[src/rtl/led_ip_pkg.sv]
// Shared register map and read-select decode for the LED/switch AXI peripheral.
package led_ip_pkg;

  localparam logic [2:0] ADDR_LED_OUT  = 3'h0;
  localparam logic [2:0] ADDR_SW_LEVEL = 3'h0;
  localparam logic [2:0] ADDR_SW_EDGE  = 3'h4;

  typedef enum logic [1:0] {
    RSEL_LEVEL,
    RSEL_EDGE,
    RSEL_NONE
  } rd_sel_e;

  function automatic rd_sel_e decode_rd_addr(input logic [2:0] addr);
    rd_sel_e sel;
    sel = RSEL_NONE;
    if (addr == ADDR_SW_LEVEL) sel = RSEL_LEVEL;
    else if (addr == ADDR_SW_EDGE) sel = RSEL_EDGE;
    return sel;
  endfunction

endpackage

[src/rtl/sw_debounce.sv]
// One switch bit: two-flop synchronizer, stability counter, debounced level and rise pulse.
module sw_debounce #(
  parameter int unsigned DEBOUNCE_CYCLES = 100000
) (
  input  logic clk_i,
  input  logic rst_i,
  input  logic sw_i,
  output logic db_o,
  output logic rise_o
);

  localparam int unsigned CNT_W = (DEBOUNCE_CYCLES > 1) ? $clog2(DEBOUNCE_CYCLES) : 1;
  localparam logic [CNT_W-1:0] CNT_LAST = CNT_W'(DEBOUNCE_CYCLES - 1);

  logic [1:0]       sync_q;
  logic             db_q, db_d;
  logic [CNT_W-1:0] cnt_q, cnt_d;

  always_comb begin
    db_d   = db_q;
    cnt_d  = '0;
    rise_o = 1'b0;
    if (sync_q[1] != db_q) begin
      if (cnt_q == CNT_LAST) begin
        db_d   = sync_q[1];
        rise_o = sync_q[1];
      end else begin
        cnt_d = cnt_q + CNT_W'(1);
      end
    end
  end

  always_ff @(posedge clk_i or posedge rst_i) begin
    if (rst_i) begin
      sync_q <= '0;
      db_q   <= 1'b0;
      cnt_q  <= '0;
    end else begin
      sync_q <= {sync_q[0], sw_i};
      db_q   <= db_d;
      cnt_q  <= cnt_d;
    end
  end

  assign db_o = db_q;

endmodule

[src/rtl/sw_read_logic.sv]
// Switch read side of the AXI peripheral: per-bit debounce, sticky rising-edge flags, read mux, irq.
module sw_read_logic
  import led_ip_pkg::*;
#(
  parameter int unsigned SW_WIDTH        = 8,
  parameter int unsigned DEBOUNCE_CYCLES = 100000
) (
  input  logic                S_AXI_ACLK,
  input  logic                S_AXI_ARESET,
  input  logic                slv_reg_rden,
  input  logic [2:0]          axi_araddr,
  input  logic [SW_WIDTH-1:0] SW,
  output logic [31:0]         reg_data_out,
  output logic                sw_irq
);

  logic [SW_WIDTH-1:0] db;
  logic [SW_WIDTH-1:0] rise;
  logic [SW_WIDTH-1:0] flag_q, flag_d;
  logic [31:0]         rd_data_q, rd_data_d;
  logic                irq_q;
  rd_sel_e             rd_sel;

  for (genvar g = 0; g < SW_WIDTH; g++) begin : g_bit
    sw_debounce #(
      .DEBOUNCE_CYCLES(DEBOUNCE_CYCLES)
    ) u_db (
      .clk_i (S_AXI_ACLK),
      .rst_i (S_AXI_ARESET),
      .sw_i  (SW[g]),
      .db_o  (db[g]),
      .rise_o(rise[g])
    );
  end

  assign rd_sel = decode_rd_addr(axi_araddr);

  // Clear-on-read is applied before OR-ing in new rises, so a coincident rise survives.
  always_comb begin
    flag_d    = flag_q;
    rd_data_d = rd_data_q;
    if (slv_reg_rden) begin
      rd_data_d = '0;
      unique case (rd_sel)
        RSEL_LEVEL: rd_data_d[SW_WIDTH-1:0] = db;
        RSEL_EDGE: begin
          rd_data_d[SW_WIDTH-1:0] = flag_q;
          flag_d                  = '0;
        end
        default: ;
      endcase
    end
    flag_d = flag_d | rise;
  end

  always_ff @(posedge S_AXI_ACLK or posedge S_AXI_ARESET) begin
    if (S_AXI_ARESET) begin
      flag_q    <= '0;
      rd_data_q <= '0;
      irq_q     <= 1'b0;
    end else begin
      flag_q    <= flag_d;
      rd_data_q <= rd_data_d;
      irq_q     <= |flag_q;
    end
  end

  assign reg_data_out = rd_data_q;
  assign sw_irq       = irq_q;

endmodule

[config.mk]
export PLATFORM = sky130hd
export DESIGN_NAME = sw_read_logic
export DESIGN_NICKNAME = d
export VERILOG_FILES = /design/src/rtl/led_ip_pkg.sv /design/src/rtl/sw_debounce.sv /design/src/rtl/sw_read_logic.sv
export SDC_FILE = /design/constraint.sdc
export NUM_CORES = 1
export LEC_CHECK = 0
export BUFFER_PORTS_ARGS = -buffer_cell sky130_fd_sc_hd__buf_2
export CAP_MARGIN = 20
export CORE_MARGIN = 2
export CORE_UTILIZATION = 42
export CTS_CLUSTER_SIZE = 10
export DETAILED_ROUTE_END_ITERATION = 10
export SLEW_MARGIN = 10
export SYNTH_ARGS = -nofsm -noshare
export SYNTH_HDL_FRONTEND = slang
export SYNTH_SLANG_ARGS = --single-unit
[constraint.sdc]
create_clock -name S_AXI_ACLK -period 16.2 [get_ports S_AXI_ACLK]
set_input_delay 3.24 -clock S_AXI_ACLK [delete_from_list [all_inputs] [get_ports S_AXI_ACLK]]
set_output_delay 3.24 -clock S_AXI_ACLK [all_outputs]
set_load 0.02 [all_outputs]
==> summary.txt, run 1 <==
Global route
  – Remaining global-route overflow: 0
  – Pin count of the biggest net entering global routing: roughly 100
  – Initial antenna violation count: 0
  – First-pass GRT wire length: 26,900 um
  – GRT Total Usage: 15.4%
  – Number of global-route vias before repair: 5,536

Synthesis
  – Post-synth cell types: 45
  – Sequential fraction of the synthesis area: a little over half
  – Synth warnings: 0
  – Post-synthesis instance total: about 830
  – Post-synth EDFFs: 0
  – Syn Area/Cell: between 10 and 15 sq um
  – Dominant synthesized flop cell: dfrtp_1
  – Cell Area, Synth: ~8400 sq um
  – Ys async rst share: 100%
  – FF+latch count, synth: about 180

Clocking
  – Worst skew pair latency: about 0.42 ns
  – CTS max path bufs: 2
  – CTS hold repair buffers: 0
  – H-tree depth: 4
  – # resized after CTS: 0
  – CTS sink cnt: ~180
  – Setup Buffers After CTS: 0
  – CTS tree: yes
  – CTS Buf Count: 17
  – CTS Root Cell: clkbuf_16
  – Reg clk slew, reported paths: around 0.070 ns

Hold path
  – HP Class: reg2reg

Setup path
  – Slowest CP cell: buf_4
  – Reg2reg start: g_bit[0].u_db.cnt_q[0]
  – WS Path Type: in2async
  – R2r endpoint: g_bit[0].u_db.db_o
  – Required time of the critical path: 16.61 ns
  – CP Capture Type: asynchronous set/reset pin
  – Critical path launch point: S_AXI_ARESET
  – Reg-to-reg setup timing slack: 14.19 ns
  – Startpoint Class: input port
  – CP cell instances: buf_2, clkinv_4, buf_4
  – End of the critical path: g_bit[1].u_db.cnt_q[8]
  – Worst-path fanout max: about 100
  – Reg2reg path depth: 4
  – CP peak stage delay: roughly 0.85 ns
  – Critical path data arrival time: around 4.9 ns

Layout
  – Filler cells: roughly 1,800
  – Layout cells sized above 1: ~7.6%
  – Final core utilization: a little under half
  – Commonest non-fill, non-tap cell in the layout: dfrtp_1
  – Fin nets: 870
  – ANT cells: 0
  – Finished Cell Area: about 9300 sq um
  – Commonest cells after routing, fill and taps aside: dfrtp_1 (177), nor2_1 (126), xnor2_1 (66), nand2_1 (57), xor2_1 (49)
  – Area delta synth->final: 9.95%

Die
  – Starting density of the core: a little over two fifths
  – Io pins: 47
  – Die ar.: roughly 21,000 sq um
  – Rows: between 50 and 60
  – Die height: approximately 150 um
  – Total core area: between 15,000 and 20,000 sq um
  – Die X: 146 um

STA
  – Count of pins over their slew limit: 0
  – Minimum clock period: between 4 and 5 ns
  – Crit share post-route: around 28%
  – TNS Setup: 0 ns
  – Worst clock skew: around 0.0098 ns
  – Endpoints failing hold: 0
  – Setup violators final: 0
  – Worst Setup Slack, final: around 12 ns
  – Max-slew headroom: about a third
  – Tightest Pin Transition: between 1 and 1.5 ns
  – RSZ-0062 raised after global routing: no
  – Fmax: ~0.22 GHz

Detailed routing
  – Post-DR wirelength/cell: about 14 um
  – 1st-iter DRT viols: around 400
  – DR pass1 iterations: 4
  – WL final: approximately 16,000 um
  – DR DRC count: 0
  – Final ANT Viol Nets: 0
  – Via Count: 5,772
  – Vias per cell: roughly 5

Job
  – Max Cap Viol: 0

Run status
  – Status: finished, final reports clean

Pwr
  – Worst vdd ir: 0.0751 mV
  – P per Cell Area: just under 100 nW/um^2
  – Leak: approximately 3.8 nW

Place
  – Placed wire-length estimate: between 10,000 and 15,000 um
  – Area after DPL: 8700 sq um
  – Dpl ws: about 11 ns
  – Gpl congestion: between 0.7 and 0.8
  – Port bufs: 22
==> state kept, by name (all words and copies together), names as in the netlist <==
register and count:
flag_q 8, g_bit.u_db.cnt_q 136, g_bit.u_db.db_o 8, g_bit.u_db.sync_q 16, reg_data_out 8, sw_irq 1
==> cells in the mapped netlist, types with 2 or more instances <==
cell | n | area [sq um]
nor2_1 | 126 | 473
xnor2_1 | 66 | 578
ha_1 | 8 | 100
clkbuf_1 | 14 | 52.6
mux2_2 | 7 | 78.8
a22oi_1 | 8 | 60.1
buf_2 | 3 | 15.0
or4_1 | 8 | 60.1
buf_4 | 24 | 180
a21oi_1 | 13 | 65.1
inv_1 | 20 | 75.1
nand3_1 | 44 | 220
xor2_1 | 49 | 429
nor4bb_1 | 16 | 160
and4b_1 | 2 | 20.0
o21ai_0 | 19 | 95.1
nand2_1 | 57 | 214
nor4b_1 | 6 | 52.6
and3_1 | 13 | 81.3
nor3_1 | 24 | 120
nand4_1 | 48 | 300
nor4_1 | 21 | 131
dfrtp_1 | 177 | 4430
nand2b_1 | 8 | 50.1
o31ai_1 | 8 | 60.1
and4_1 | 13 | 114
or3_1 | 6 | 37.5
==> critical path: cells and delay by family <==
family,cells,cell delay (ns)
buffers and inverters,3,1.57
==> logic make-up after synthesis <==
family	Yosys count	share of synthesized area, %
and+or+nand+nor	404	25.6
DFF	177	52.6
xor gates and xnor gates	115	12.0
buffers and inverters	63	4.03
AOI/OAI and AO/OA	50	3.54
adders and majority gates	8	1.19
muxes	8	1.11
other	1	0.0445
==> layout make-up <==
class	count	area, sq um	area share [%]
Clock inverter	5	80.1	0.865
Tap cell	265	332	3.58
Clock buffer	24	482	5.20
Multi-Input combinational cell	609	3740	40.4
Inverter	20	80.1	0.865
Timing Repair Buffer	23	118	1.27
Sequential cell	177	4430	47.8
==> per-layer routing <==
| layer | vias up | global-route usage (%) | share of wire, % |
|---|---|---|---|
| li1 | 2890 | - | - |
| met3 | 17 | 2.76 | 2.3 |
| met4 | 0 | 5.74 | 1.5 |
| met2 | 80 | 23.2 | 45 |
| met1 | 2785 | 22.2 | 51 |
| met5 | - | 0 | 0 |
==> power by group <==
| part | switching, mW | leakage [nW] | internal [mW] |
|---|---|---|---|
| clock | 0.162 | 0.268 | 0.237 |
| combinational | 0.0278 | 1.12 | 0.00893 |
| sequential | 0.00894 | 2.41 | 0.451 |
==> per-stage QoR <==
step                      cells  power (mW)  hold WS, ns
final                      1123       0.896        0.363
after global routing       1123       0.932        0.383
after CTS                  1123       0.908        0.368
after detailed placement   1094       0.506        0.352
after global placement     1094       0.506        0.345
after floorplan             849       0.498        0.331
==> worst min-delay path by stage <==
stage,start,to,slack (ns),cells after the start
after floorplan,g_bit[0].u_db.sync_q[0],g_bit[0].u_db.sync_q[1],0.33,0
after global placement,g_bit[7].u_db.sync_q[0],g_bit[7].u_db.sync_q[1],0.35,0
after detailed placement,g_bit[7].u_db.sync_q[0],g_bit[7].u_db.sync_q[1],0.35,0
after CTS,g_bit[7].u_db.sync_q[0],g_bit[7].u_db.sync_q[1],0.37,0
after global routing,g_bit[7].u_db.sync_q[0],g_bit[7].u_db.sync_q[1],0.38,0
final,g_bit[7].u_db.sync_q[0],g_bit[7].u_db.sync_q[1],0.36,0
Note: power is estimated with default switching activity, not from simulation.
==> inputs of run 2 (changes only) <==
==> constraint.sdc (replaced) <==
create_clock -name S_AXI_ACLK -period 4 [get_ports S_AXI_ACLK]
set_input_delay 0.8 -clock S_AXI_ACLK [delete_from_list [all_inputs] [get_ports S_AXI_ACLK]]
set_output_delay 0.8 -clock S_AXI_ACLK [all_outputs]
set_load 0.02 [all_outputs]
==> summary.txt, run 2 (synthesis gave the netlist of run 1 again) <==
Run status
  – Status: finished, final reports clean

Clocking
  – Setup Buffers After CTS: 0
  – Reg clk slew, reported paths: around 0.060 ns
  – CTS max path bufs: 2
  – CTS tree: yes
  – Worst skew pair latency: 0.44 ns
  – H-tree depth: 4
  – # resized after CTS: 0
  – CTS Buf Count: 17
  – CTS sink cnt: approximately 180
  – CTS hold repair buffers: 0
  – CTS Root Cell: clkbuf_16

Layout
  – Fin cells: roughly 1,100
  – Commonest cells after routing, fill and taps aside: dfrtp_1 (177), nor2_1 (126), xnor2_1 (66), nand2_1 (57), xor2_1 (49)
  – Top reg by flops: g_bit.u_db.cnt_q
  – Finished Cell Area: approximately 9400 sq um
  – Filler cells: 1,828
  – ANT cells: 0
  – Layout cells sized above 1: slightly above 8%
  – Top Registers: g_bit.u_db.cnt_q: 136 flops, g_bit.u_db.sync_q: 16 flops
  – Max reg flops: between 100 and 150
  – Fin nets: 870
  – Area delta synth->final: 11.5%
  – Commonest non-fill, non-tap cell in the layout: dfrtp_1

STA
  – RSZ-0062 raised after global routing: no
  – Crit share post-route: just under 50%
  – Worst clock skew: between 0.01 and 0.015 ns
  – Endpoints failing hold: 0
  – Fmax: roughly 0.5 GHz
  – Tightest Pin Transition: 0.912 ns
  – TNS Setup: 0 ns
  – Count of pins over their slew limit: 0
  – Max-slew headroom: 39.2%
  – Setup violators final: 0
  – Worst Setup Slack, final: 2.02 ns
  – Minimum clock period: between 1.5 and 2 ns

Detailed routing
  – DR pass1 iterations: 6
  – Via Count: between 5,000 and 6,000
  – WL final: around 15,000 um
  – Final ANT Viol Nets: 0
  – Vias per cell: just over 5
  – Post-DR wirelength/cell: between 10 and 15 um
  – 1st-iter DRT viols: between 400 and 500
  – DR DRC count: 0

Pwr
  – Worst vdd ir: about 0.36 mV
  – P per Cell Area: ~420 nW/um^2
  – Leak: a little under 4 nW

Job
  – Max Cap Viol: 0

Global route
  – Grt met1 use: between 20% and 30%
  – Busiest grt layer: met2
  – Number of global-route vias before repair: about 5,600
  – Remaining global-route overflow: 0
  – GR Util met3: under 10%
  – First-pass GRT wire length: roughly 27,000 um
  – Pin count of the biggest net entering global routing: 178
  – Initial antenna violation count: 0
  – Met2 global-route usage: approximately a quarter
  – GRT Total Usage: between 10% and 20%

Hold path
  – HP Class: reg2reg

Setup path
  – Required time of the critical path: between 4 and 5 ns
  – Startpoint Class: flip-flop
  – Worst-path fanout max: 6
  – Critical path data arrival time: approximately 2.3 ns
  – WS Path Type: reg2reg
  – CP Capture Type: flip-flop

Die
  – Die ar.: 21,200 sq um
  – Die X: 146 um
  – Rows: slightly above 50
  – Io pins: between 40 and 50
  – Starting density of the core: between 40% and 50%
  – Total core area: between 15,000 and 20,000 sq um
  – Die height: between 100 and 150 um

Place
  – Gpl congestion: roughly 0.80
  – Placed wire-length estimate: a little over 10,000 um
  – Port bufs: 22
  – Placed instance count: around 1,100
  – Dpl ws: 1.86 ns
  – Area after DPL: around 8700 sq um
## run 2: path summary, 6_finish.rpt
path                            cells past startpoint               startpoint                      end  slack [ns]
max in group asynchronous                           3             S_AXI_ARESET  g_bit[1].u_db.cnt_q[12]        2.70
worst max register to register                      4   g_bit[0].u_db.cnt_q[0]       g_bit[0].u_db.db_o        2.02
min in group asynchronous                           3             S_AXI_ARESET  g_bit[7].u_db.sync_q[0]        0.64
worst min-delay path                                0  g_bit[0].u_db.sync_q[0]  g_bit[0].u_db.sync_q[1]        0.35
worst max-delay path                                4   g_bit[0].u_db.cnt_q[0]       g_bit[0].u_db.db_o        2.02
worst min register to register                      0  g_bit[0].u_db.sync_q[0]  g_bit[0].u_db.sync_q[1]        0.35
## run 2: through the flow
step                hold WS [ns]  total power [mW]  utilization (%)
floorplan                  0.331              2.02                -
global placement           0.333              2.05             44.5
detailed placement         0.336              2.05             44.5
CTS                        0.351              3.97             48.0
global route               0.369              4.07             48.0
finish                     0.347              3.91             48.0
## run 2: area by class of cell
| type | count | area [sq um] | area share, % |
|---|---|---|---|
| Multi-Input combinational cell | 609 | 3740 | 39.8 |
| Sequential cell | 177 | 4430 | 47.1 |
| Clock buffer | 20 | 457 | 4.86 |
| Clock inverter | 12 | 226 | 2.41 |
| Timing Repair Buffer | 23 | 130 | 1.39 |
| Inverter | 20 | 78.8 | 0.839 |
| Tap cell | 265 | 332 | 3.53 |
## run 2: worst max-delay path, stage by stage, from the launching register on
cell	delay [ns]
dfrtp_1	0.41
ha_1	0.23
nand4_1	0.27
or4_4	0.64
mux2_4	0.31
## run 2: power by group
| group | switching [mW] | leakage, nW | total (mW) | internal (mW) |
|---|---|---|---|---|
| Clock | 0.694 | 0.327 | 1.90 | 1.21 |
| Sequential | 0.0363 | 2.41 | 1.86 | 1.83 |
| Combinational | 0.110 | 1.12 | 0.147 | 0.0370 |
| Total | 0.841 | 3.86 | 3.91 | 3.07 |
## run 2: routing by layer
metal	routed length (um)	part of all wire (%)
met2	6980	45
met3	548	3.5
met5	0	0
met4	167	1.1
met1	7760	50
==> inputs of run 3 (changes only) <==
==> constraint.sdc (replaced) <==
create_clock -name S_AXI_ACLK -period 2.02 [get_ports S_AXI_ACLK]
set_input_delay 0.404 -clock S_AXI_ACLK [delete_from_list [all_inputs] [get_ports S_AXI_ACLK]]
set_output_delay 0.404 -clock S_AXI_ACLK [all_outputs]
set_load 0.02 [all_outputs]
==> summary.txt, run 3 (synthesis gave the netlist of run 1 again) <==
Run status
  – Status: finished, final reports clean

Pwr
  – P per Cell Area: 810 nW/um^2
  – Leak: 3.98 nW
  – Worst vdd ir: between 0.5 and 0.6 mV
  – Power Total: just under 8 mW

Layout
  – Area delta synth->final: 13.9%
  – ANT cells: 0
  – Top reg by flops: g_bit.u_db.cnt_q
  – Fin nets: roughly 900
  – Filler cells: between 1,500 and 2,000
  – Max reg flops: around 140
  – FF+latch area: ~4400 sq um
  – Commonest non-fill, non-tap cell in the layout: dfrtp_1
  – Top Registers: g_bit.u_db.cnt_q: 136 flops, g_bit.u_db.sync_q: 16 flops
  – Commonest cells after routing, fill and taps aside: dfrtp_1 (177), nor2_1 (126), xnor2_1 (66), nand2_1 (57), xor2_1 (49)
  – Multi-input gate area: around 3700 sq um
  – Layout cells sized above 1: 10.6%

Setup path
  – Worst-path fanout max: 4
  – Required time of the critical path: roughly 2.3 ns
  – Reg-to-reg setup timing slack: between 0.07 and 0.08 ns
  – WS Path Type: reg2reg
  – Startpoint Class: flip-flop
  – CP Capture Type: flip-flop
  – Critical path data arrival time: 2.25 ns

Place
  – Placed wire-length estimate: roughly 11,000 um
  – Port bufs: 22
  – Gpl congestion: about 0.83

Clocking
  – CTS tree: yes
  – # resized after CTS: 0
  – CTS max path bufs: 2
  – Worst skew pair latency: roughly 0.42 ns
  – H-tree depth: 4
  – CTS Root Cell: clkbuf_16
  – CTS sink cnt: about 180
  – Setup Buffers After CTS: 0
  – CTS Buf Count: 17
  – Reg clk slew, reported paths: ~0.07 ns

STA
  – Crit share post-route: between 90% and 100%
  – Setup violators final: 0
  – Worst clock skew: approximately 0.0067 ns
  – RSZ-0062 raised after global routing: no
  – Minimum clock period: ~1.9 ns
  – Fmax: between 0.5 and 0.6 GHz
  – Endpoints failing hold: 0
  – Worst Hold Margin: roughly 0.08 ns
  – Count of pins over their slew limit: 0
  – TNS Setup: 0 ns

Global route
  – Initial antenna violation count: 0
  – Remaining global-route overflow: 0
  – First-pass GRT wire length: 27,600 um
  – Pin count of the biggest net entering global routing: 36
  – Number of global-route vias before repair: about 5,700
  – GR Util met3: roughly 4.5%
  – Busiest grt layer: met2
  – GRT Total Usage: roughly 16%
  – Grt met1 use: between 20% and 30%
  – Met2 global-route usage: 24.9%

Detailed routing
  – WL final: around 16,000 um
  – Via Count: 5,881
  – Post-DR wirelength/cell: roughly 14 um
  – DR DRC count: 0
  – DR pass1 iterations: 4
  – Vias per cell: roughly 5.1
  – Final ANT Viol Nets: 0
  – 1st-iter DRT viols: between 300 and 400

Die
  – Starting density of the core: 43.0%
  – Rows: between 50 and 60
  – Die height: 146 um
  – Total core area: 19,600 sq um
  – Die ar.: roughly 21,000 sq um
  – Die X: roughly 150 um
  – Io pins: 47

Job
  – Max Cap Viol: 0

Hold path
  – HP Class: in2reg
## run 3: changes by cell type in the layout (fill, tap and decap cells not counted), sizes merged
cell	delta
dlygate4sd3	+1
clkinv	+2
buf	+22
inv	-1
clkbuf	-1
## run 3: path summary, 6_finish.rpt
path / start / depth (start not counted) / endpoint
hold / removal: SW[3] / 1 / g_bit[3].u_db.sync_q[0]
max in group asynchronous: S_AXI_ARESET / 5 / g_bit[2].u_db.cnt_q[2]
min in group asynchronous: S_AXI_ARESET / 3 / g_bit[4].u_db.sync_q[0]
setup reg to reg: g_bit[0].u_db.cnt_q[11] / 3 / g_bit[0].u_db.db_o
hold reg to reg: g_bit[6].u_db.sync_q[0] / 0 / g_bit[6].u_db.sync_q[1]
setup / recovery: g_bit[0].u_db.cnt_q[11] / 3 / g_bit[0].u_db.db_o
## run 3: layout make-up
cell class	count	share of cell area (%)
multi-input combinational	609	39.0
inverter	20	0.821
tap	265	3.46
clock buffer	19	4.72
sequential	177	46.2
clock inverter	13	2.41
timing repair buffer	46	3.44
## run 3: metal layers
metal / share of wire (%) / routed length (um)
met1: 49 / 7790
met2: 48 / 7530
met3: 2.6 / 419
met4: 0.61 / 97
met5: 0 / 0
## run 3: power by group
part	switching [mW]	total (mW)	internal (mW)
Sequential	0.0706	3.69	3.62
Clock	1.36	3.75	2.39
Combinational	0.228	0.327	0.0986
Total	1.66	7.77	6.11
## run 3: what timing repair did
item | 4_1_cts | 5_1_grt
hold buffers | 1 | 0
hold endpoints to repair | 10 | 0
setup endpoints to repair | 0 | 0
## run 3: through the flow
stage,setup slack (ns),utilization (%),cells,cell area (sq um)
finish,0.0765,49.0,1149,9600
global placement,0.103,45.4,1116,8900
detailed placement,0.0882,45.4,1116,8900
CTS,0.0759,49.0,1149,9600
floorplan,-0.651,-,849,8510
global route,0.0406,49.0,1149,9600
## run 3: worst max-delay path, cell delays in order (launching register included)
cell and delay [ns]:
dfrtp_1 0.40, or4b_1 0.52, or4_4 0.59, mux2_4 0.31
